`src/rtl/alu_pkg.sv`:
```
// Shared types for the pipelined ALU: opcode encoding, status flags, control FSM states.
// Latency: n/a (types only).
// Backpressure: n/a (types only).
package alu_pkg;

    // Opcode encoding seen on encode_op.
    typedef enum logic [2:0] {
        OP_ADD = 3'b000,
        OP_SUB = 3'b001,
        OP_SLL = 3'b010,
        OP_SRL = 3'b011,
        OP_AND = 3'b100,
        OP_OR  = 3'b101,
        OP_XOR = 3'b110,
        OP_MUL = 3'b111
    } alu_op_e;

    // Status flags, packed in the order they appear on the flags port.
    typedef struct packed {
        logic c;
        logic v;
        logic n;
        logic z;
    } alu_flags_t;

    localparam int unsigned FLAG_W = $bits(alu_flags_t);

    // IDLE accepts new ops; BUSY runs the multi-cycle multiply.
    typedef enum logic {
        IDLE = 1'b0,
        BUSY = 1'b1
    } state_e;

endpackage

```
`src/rtl/alu_mul_seq.sv`:
```
// Sequential shift-add unsigned multiplier, one multiplier bit per clock.
// Latency: start at edge k, done high in the cycle after edge k+WIDTH-1 (prod valid then).
// Backpressure: none; caller must not pulse start while an op is in flight.
//
// Ports:
//   clk, reset_n  clock and async active-low reset
//   start         load operands and perform the first iteration
//   a, b          multiplicand / multiplier, captured on start
//   done          one-cycle pulse, prod holds the full product while it is high
//   prod          2*WIDTH-bit product
module alu_mul_seq #(
    parameter int WIDTH = 8
) (
    input  logic               clk,
    input  logic               reset_n,
    input  logic               start,
    input  logic [WIDTH-1:0]   a,
    input  logic [WIDTH-1:0]   b,
    output logic               done,
    output logic [2*WIDTH-1:0] prod
);

    localparam int CNT_W = $clog2(WIDTH);

    logic [2*WIDTH-1:0] r_mcand;
    logic [WIDTH-1:0]   r_mplier;
    logic [2*WIDTH-1:0] r_acc;
    logic [CNT_W-1:0]   r_cnt;
    logic               r_busy;
    logic               r_done;

    // The start edge already folds in multiplier bit 0, so WIDTH iterations
    // complete at edge k+WIDTH-1 and the top can register the product at k+WIDTH.
    always_ff @(posedge clk or negedge reset_n) begin
        if (!reset_n) begin
            r_mcand  <= '0;
            r_mplier <= '0;
            r_acc    <= '0;
            r_cnt    <= '0;
            r_busy   <= 1'b0;
            r_done   <= 1'b0;
        end else begin
            r_done <= 1'b0;
            if (start) begin
                r_acc    <= b[0] ? {{WIDTH{1'b0}}, a} : '0;
                r_mcand  <= {{(WIDTH-1){1'b0}}, a, 1'b0};
                r_mplier <= {1'b0, b[WIDTH-1:1]};
                r_cnt    <= CNT_W'(1);
                r_busy   <= 1'b1;
            end else if (r_busy) begin
                if (r_mplier[0]) begin
                    r_acc <= r_acc + r_mcand;
                end
                r_mcand  <= r_mcand << 1;
                r_mplier <= r_mplier >> 1;
                if (r_cnt == CNT_W'(WIDTH-1)) begin
                    r_busy <= 1'b0;
                    r_done <= 1'b1;
                    r_cnt  <= '0;
                end else begin
                    r_cnt <= r_cnt + CNT_W'(1);
                end
            end
        end
    end

    assign done = r_done;
    assign prod = r_acc;

endmodule

```
`src/rtl/alu_pipe.sv`:
```
// Registered ALU with valid/ready handshakes, status flags and a sequential multiply.
// Latency: single-cycle ops 1 clock (1 op/clk sustained); MUL WIDTH clocks, input stalled meanwhile.
// Backpressure: in_ready drops while MUL runs or while a result is held with out_ready low.
//
// Ports:
//   clk, reset_n          clock and async active-low reset
//   a, b, encode_op       operands and opcode, captured on input accept
//   in_valid / in_ready   input handshake
//   alu_o, flags          registered result and {C,V,N,Z}
//   out_valid / out_ready output handshake
module alu_pipe
    import alu_pkg::*;
#(
    parameter int WIDTH = 8
) (
    input  logic              clk,
    input  logic              reset_n,
    input  logic [WIDTH-1:0]  a,
    input  logic [WIDTH-1:0]  b,
    input  logic [2:0]        encode_op,
    input  logic              in_valid,
    output logic              in_ready,
    output logic [WIDTH-1:0]  alu_o,
    output logic [FLAG_W-1:0] flags,
    output logic              out_valid,
    input  logic              out_ready
);

    localparam int SHW = $clog2(WIDTH);

    state_e             r_state;
    state_e             w_state_nxt;
    logic [WIDTH-1:0]   r_alu_o;
    alu_flags_t         r_flags;
    logic               r_out_valid;

    alu_op_e            w_op;
    logic [SHW-1:0]     w_sh;
    logic               w_in_ready;
    logic               w_accept;
    logic               w_is_mul;
    logic               w_mul_start;
    logic               w_load_alu;
    logic               w_mul_done;
    logic [2*WIDTH-1:0] w_prod;
    logic [WIDTH-1:0]   w_res;
    logic               w_c;
    logic               w_v;
    alu_flags_t         w_alu_flags;
    logic [WIDTH-1:0]   w_mul_res;
    alu_flags_t         w_mul_flags;
    logic               w_mul_hi;

    assign w_op        = alu_op_e'(encode_op);
    assign w_sh        = b[SHW-1:0];
    assign w_is_mul    = (w_op == OP_MUL);
    // Ready depends only on state and the output slot, never on in_valid.
    assign w_in_ready  = (r_state != BUSY) && (!r_out_valid || out_ready);
    assign w_accept    = in_valid && w_in_ready;
    assign w_mul_start = w_accept && w_is_mul;
    assign w_load_alu  = w_accept && !w_is_mul;

    alu_mul_seq #(
        .WIDTH (WIDTH)
    ) u_mul (
        .clk     (clk),
        .reset_n (reset_n),
        .start   (w_mul_start),
        .a       (a),
        .b       (b),
        .done    (w_mul_done),
        .prod    (w_prod)
    );

    // Single-cycle datapath; carry comes out of a one-bit-wider computation.
    always_comb begin
        w_res = '0;
        w_c   = 1'b0;
        w_v   = 1'b0;
        case (w_op)
            OP_ADD: begin
                {w_c, w_res} = {1'b0, a} + {1'b0, b};
                w_v = (a[WIDTH-1] == b[WIDTH-1]) && (w_res[WIDTH-1] != a[WIDTH-1]);
            end
            OP_SUB: begin
                {w_c, w_res} = {1'b0, a} + {1'b0, ~b} + {{WIDTH{1'b0}}, 1'b1};
                w_v = (a[WIDTH-1] != b[WIDTH-1]) && (w_res[WIDTH-1] != a[WIDTH-1]);
            end
            // The extra bit catches the last bit shifted out; zero for a zero shift.
            OP_SLL:  {w_c, w_res} = {1'b0, a} << w_sh;
            OP_SRL:  {w_res, w_c} = {a, 1'b0} >> w_sh;
            OP_AND:  w_res = a & b;
            OP_OR:   w_res = a | b;
            OP_XOR:  w_res = a ^ b;
            default: w_res = '0;
        endcase
    end

    assign w_alu_flags = '{c: w_c, v: w_v, n: w_res[WIDTH-1], z: (w_res == '0)};

    assign w_mul_res   = w_prod[WIDTH-1:0];
    assign w_mul_hi    = |w_prod[2*WIDTH-1:WIDTH];
    assign w_mul_flags = '{c: w_mul_hi, v: w_mul_hi, n: w_mul_res[WIDTH-1], z: (w_mul_res == '0)};

    always_ff @(posedge clk or negedge reset_n) begin
        if (!reset_n) begin
            r_state <= IDLE;
        end else begin
            r_state <= w_state_nxt;
        end
    end

    always_comb begin
        w_state_nxt = r_state;
        case (r_state)
            IDLE:    if (w_mul_start) w_state_nxt = BUSY;
            BUSY:    if (w_mul_done)  w_state_nxt = IDLE;
            default: w_state_nxt = IDLE;
        endcase
    end

    // Output slot: a new result (either source) wins over a same-edge transfer,
    // which is what keeps back-to-back single-cycle ops at one per clock.
    always_ff @(posedge clk or negedge reset_n) begin
        if (!reset_n) begin
            r_alu_o     <= '0;
            r_flags     <= '0;
            r_out_valid <= 1'b0;
        end else if (w_load_alu) begin
            r_alu_o     <= w_res;
            r_flags     <= w_alu_flags;
            r_out_valid <= 1'b1;
        end else if (w_mul_done) begin
            r_alu_o     <= w_mul_res;
            r_flags     <= w_mul_flags;
            r_out_valid <= 1'b1;
        end else if (r_out_valid && out_ready) begin
            r_out_valid <= 1'b0;
        end
    end

    assign in_ready  = w_in_ready;
    assign alu_o     = r_alu_o;
    assign flags     = r_flags;
    assign out_valid = r_out_valid;

endmodule

```
`config.mk`:
```
export PLATFORM = sky130hd
export DESIGN_NAME = alu_pipe
export DESIGN_NICKNAME = d
export VERILOG_FILES = /design/src/rtl/alu_pkg.sv /design/src/rtl/alu_mul_seq.sv /design/src/rtl/alu_pipe.sv
export SDC_FILE = /design/constraint.sdc
export NUM_CORES = 1
export LEC_CHECK = 0
export CAP_MARGIN = 10
export CORE_ASPECT_RATIO = 0.75
export CORE_MARGIN = 2
export CORE_UTILIZATION = 55
export CTS_BUF_LIST = sky130_fd_sc_hd__clkbuf_4
export CTS_CLUSTER_DIAMETER = 200
export DETAILED_ROUTE_END_ITERATION = 7
export GPL_TIMING_DRIVEN = 0
export MAX_ROUTING_LAYER = met4
export PLACE_DENSITY = 0.84
export SLEW_MARGIN = 10
export SYNTH_ARGS = -nofsm -noshare
export SYNTH_HDL_FRONTEND = slang
export SYNTH_SLANG_ARGS = --single-unit
```
`constraint.sdc`:
```
create_clock -name clk -period 2.49 [get_ports clk]
set_input_delay 0.249 -clock clk [delete_from_list [all_inputs] [get_ports clk]]
set_output_delay 0.249 -clock clk [all_outputs]
set_load 0.01 [all_outputs]
```
==> flow_metrics.env <==
export IMPL_outcome="finished, violations left"
export IMPL_violations="setup timing"
export IMPL_setup_slack_ps=-78.3
export IMPL_final_setup_tns_ps=-98.1
export IMPL_overflow=0
export IMPL_maxSlewHeadroom=0.530
export IMPL_setup_violations_final=2
export IMPL_first_pass_iters=7
export IMPL_synthTopCellsByArea="dfrtp_1 (29%), ha_1 (11%), mux2i_1 (7.7%)"
export IMPL_netlist_area_sq_mm=0.00482
export IMPL_ys_async_sr_fraction=1.00
export IMPL_grt_usage=0.315
export IMPL_dieArea_sq_mm=0.00955
export IMPL_worstSetupPathType="in -> reg"
export IMPL_syn_area_per_cell_sq_um=8.54
export IMPL_cap_violations=0
export IMPL_critPathRequiredTime_ps=2820
export IMPL_rows=29
export IMPL_ios=37
export IMPL_period_share=1.03
export IMPL_crit_fanout=5
export IMPL_yosysWarnings=0
export IMPL_arrival_ps=2900
export IMPL_synth_top_cell_area_share=0.290
export IMPL_drt_iter0_drc=447
export IMPL_timing_fmax_mhz=389
export IMPL_dpl_cell_area_sq_mm=0.00531
export IMPL_ir_worst_vdd_uv=597
export IMPL_final_area_sq_mm=0.00566
export IMPL_rsz0062_at_grt="true"
export IMPL_clock_skew_ps=28.8
export IMPL_num_nets_final=684
export IMPL_dp_cells=707
export IMPL_clk_latency_ps=420
export IMPL_route_detailed_drc=0
export IMPL_ant_nets=0
export IMPL_n_antenna_cell=0
export IMPL_cts_tree="built"
export IMPL_die_width_microns=112
export IMPL_fin_crit_ps=2570
export IMPL_final_cells=726
export IMPL_dpl_worst_slack_ps=-1130
export IMPL_synth_ff_type="dfrtp_1"
export IMPL_vias_per_cell=6.35
export IMPL_vias=4610
export IMPL_hpwl_microns=10900
export IMPL_layout_drive_gt1_share=0.134
export IMPL_area_delta_synth_final_pct=17.3
export IMPL_first_global_vias=4449
export IMPL_worstMarginPinSlew_ps=699
export IMPL_ys_seq_area_frac=0.290
export IMPL_netlist_top_cells_count="dfrtp_1 (56), nand2_1 (49), nor2_1 (48)"
export IMPL_cp_end_kind="flip-flop"
export IMPL_yosysTopAreaCell="dfrtp_1"
export IMPL_start_kind="primary input"
export IMPL_tritoncts_num_buffers=5
export IMPL_syn_inst=565
export IMPL_portBuffers=33
export IMPL_clock_path_buffers=2
export IMPL_postRouteWirelength_microns=14400
export IMPL_ys_types=62
export IMPL_antenna_found_initial=0
export IMPL_hold_viol=0
export IMPL_clockRootBuffer="clkbuf_4"
export IMPL_core_area_sq_mm=0.00849
export IMPL_synth_edf_count=0
export IMPL_drv_slew=0
export IMPL_yosysMostFrequentCell="dfrtp_1"
export IMPL_clock_sinks=56
export IMPL_powerDensity_mw_per_mm2=796
export IMPL_ys_ff_latch=56
export IMPL_wl_per_cell_microns=19.8
export IMPL_synth_nets=632
export IMPL_leakagePower_nw=2.50
export IMPL_gp_congestion=1.03
export IMPL_fp_dieH_microns=85.1
export IMPL_fill_cells=702
export IMPL_path_clk_slew_ps=160
export IMPL_start_util=0.568
export IMPL_htree_num_levels=2
export IMPL_grt_max_degree=37
export IMPL_grt_pass1_wl_microns=23100
export IMPL_hold_path_class="in -> async"
cell type report:
class,count,area [sq um],area share
multi-input cells,439,3280,0.580
flip-flops and latches,56,1400,0.248
repair buffers,45,433,0.0765
plain buffers,38,228,0.0402
well taps,108,135,0.0239
inverters,32,120,0.0212
clock buffers,6,45.0,0.00796
clock inverters,2,11.3,0.00199
layer usage:
| metal | vias up | track usage | wire length [microns] |
|---|---|---|---|
| met2 | 260 | 0.442 | 5960 |
| met3 | 27 | 0.0950 | 1900 |
| met1 | 2184 | 0.454 | 6360 |
| li1 | 2139 | - | - |
| met4 | 0 | 0.0621 | 195 |
| met5 | - | - | 0 |
power breakdown:
group          internal, W  switching, W
combinational      0.00117       0.00133
clock             0.000119      0.000306
sequential         0.00127      0.000311
sequential cells by signal, summed over array words and instances, names as in the netlist:
name	cells
u_mul.done	1
u_mul.r_mcand	15
u_mul.r_busy	1
u_mul.r_cnt	3
u_mul.r_mplier	7
r_state	1
u_mul.prod	16
out_valid	1
flags	3
alu_o	8
final timing paths:
path / start / end / slack, ps / cells after the start
setup / recovery: b[0] / flags[0]$_DFFE_PN0P_ / -80 / 11
hold / removal: reset_n / u_mul.r_mcand[5]$_DFFE_PN0P_ / 310 / 2
setup reg to reg: u_mul.r_mcand[1]$_DFFE_PN0P_ / u_mul.prod[15]$_DFFE_PN0P_ / -20 / 11
hold reg to reg: flags[2]$_DFFE_PN0P_ / flags[2]$_DFFE_PN0P_ / 520 / 2
max in group asynchronous: reset_n / u_mul.r_mcand[10]$_DFFE_PN0P_ / 1640 / 3
min in group clk: encode_op[2] / flags[2]$_DFFE_PN0P_ / 410 / 4
through the flow:
| step | utilization | total power, W | hold slack (ps) |
|---|---|---|---|
| 6_report | 0.666 | 0.00450 | 313 |
| 5_1_grt | 0.666 | 0.00482 | 350 |
| 4_1_cts | 0.650 | 0.00436 | 324 |
| 3_5_place_dp | 0.625 | 0.00387 | 233 |
| 3_3_place_gp | 0.623 | 0.00375 | 494 |
| 2_1_floorplan | - | 0.00311 | -46.6 |
cells by family after synthesis:
family	synth area share
xor+xnor	0.0309
fa+ha+maj	0.119
mux	0.114
flops	0.290
buf+inv	0.0628
simple gates	0.166
compound gates	0.217
cells in the final DEF (no fill, tap or decap), types with 6 or more instances in the layout:
cell type,Yosys,final
clkbuf_4,0,6
ha_1,41,36
clkdlybuf4s50_1,0,27
a31oi_1,7,7
nor3_1,18,15
nor2_1,48,48
a21oi_1,43,39
buf_4,1,11
a211oi_1,11,9
dfrtp_1,56,56
xnor2_1,14,13
nand2_1,49,49
a21o_1,7,7
buf_6,3,6
buf_2,11,8
o21ai_0,43,39
nor2b_1,9,8
inv_1,31,29
mux2i_1,37,37
nand2b_1,6,6
nand3_1,19,19
clkbuf_1,20,18
o21ai_1,4,7
timing repair:
action,4_1_cts,5_1_grt
endpoints found under the setup margin,12,8
hold buffers,1,0
gates resized for setup,39,22
pin swaps,6,19
hold endpoints to repair,20,0
setup buffers,4,6
worst max-delay path: stages:
cell,delay (ps)
clkdlybuf4s50_1,530
ha_2,280
fa_1,420
mux2i_1,150
nor2_1,60
a31oi_1,190
o21ai_1,120
a2111oi_2,310
and3_1,230
nand4b_1,120
o32ai_2,230
(Power assumes the default switching activity.)
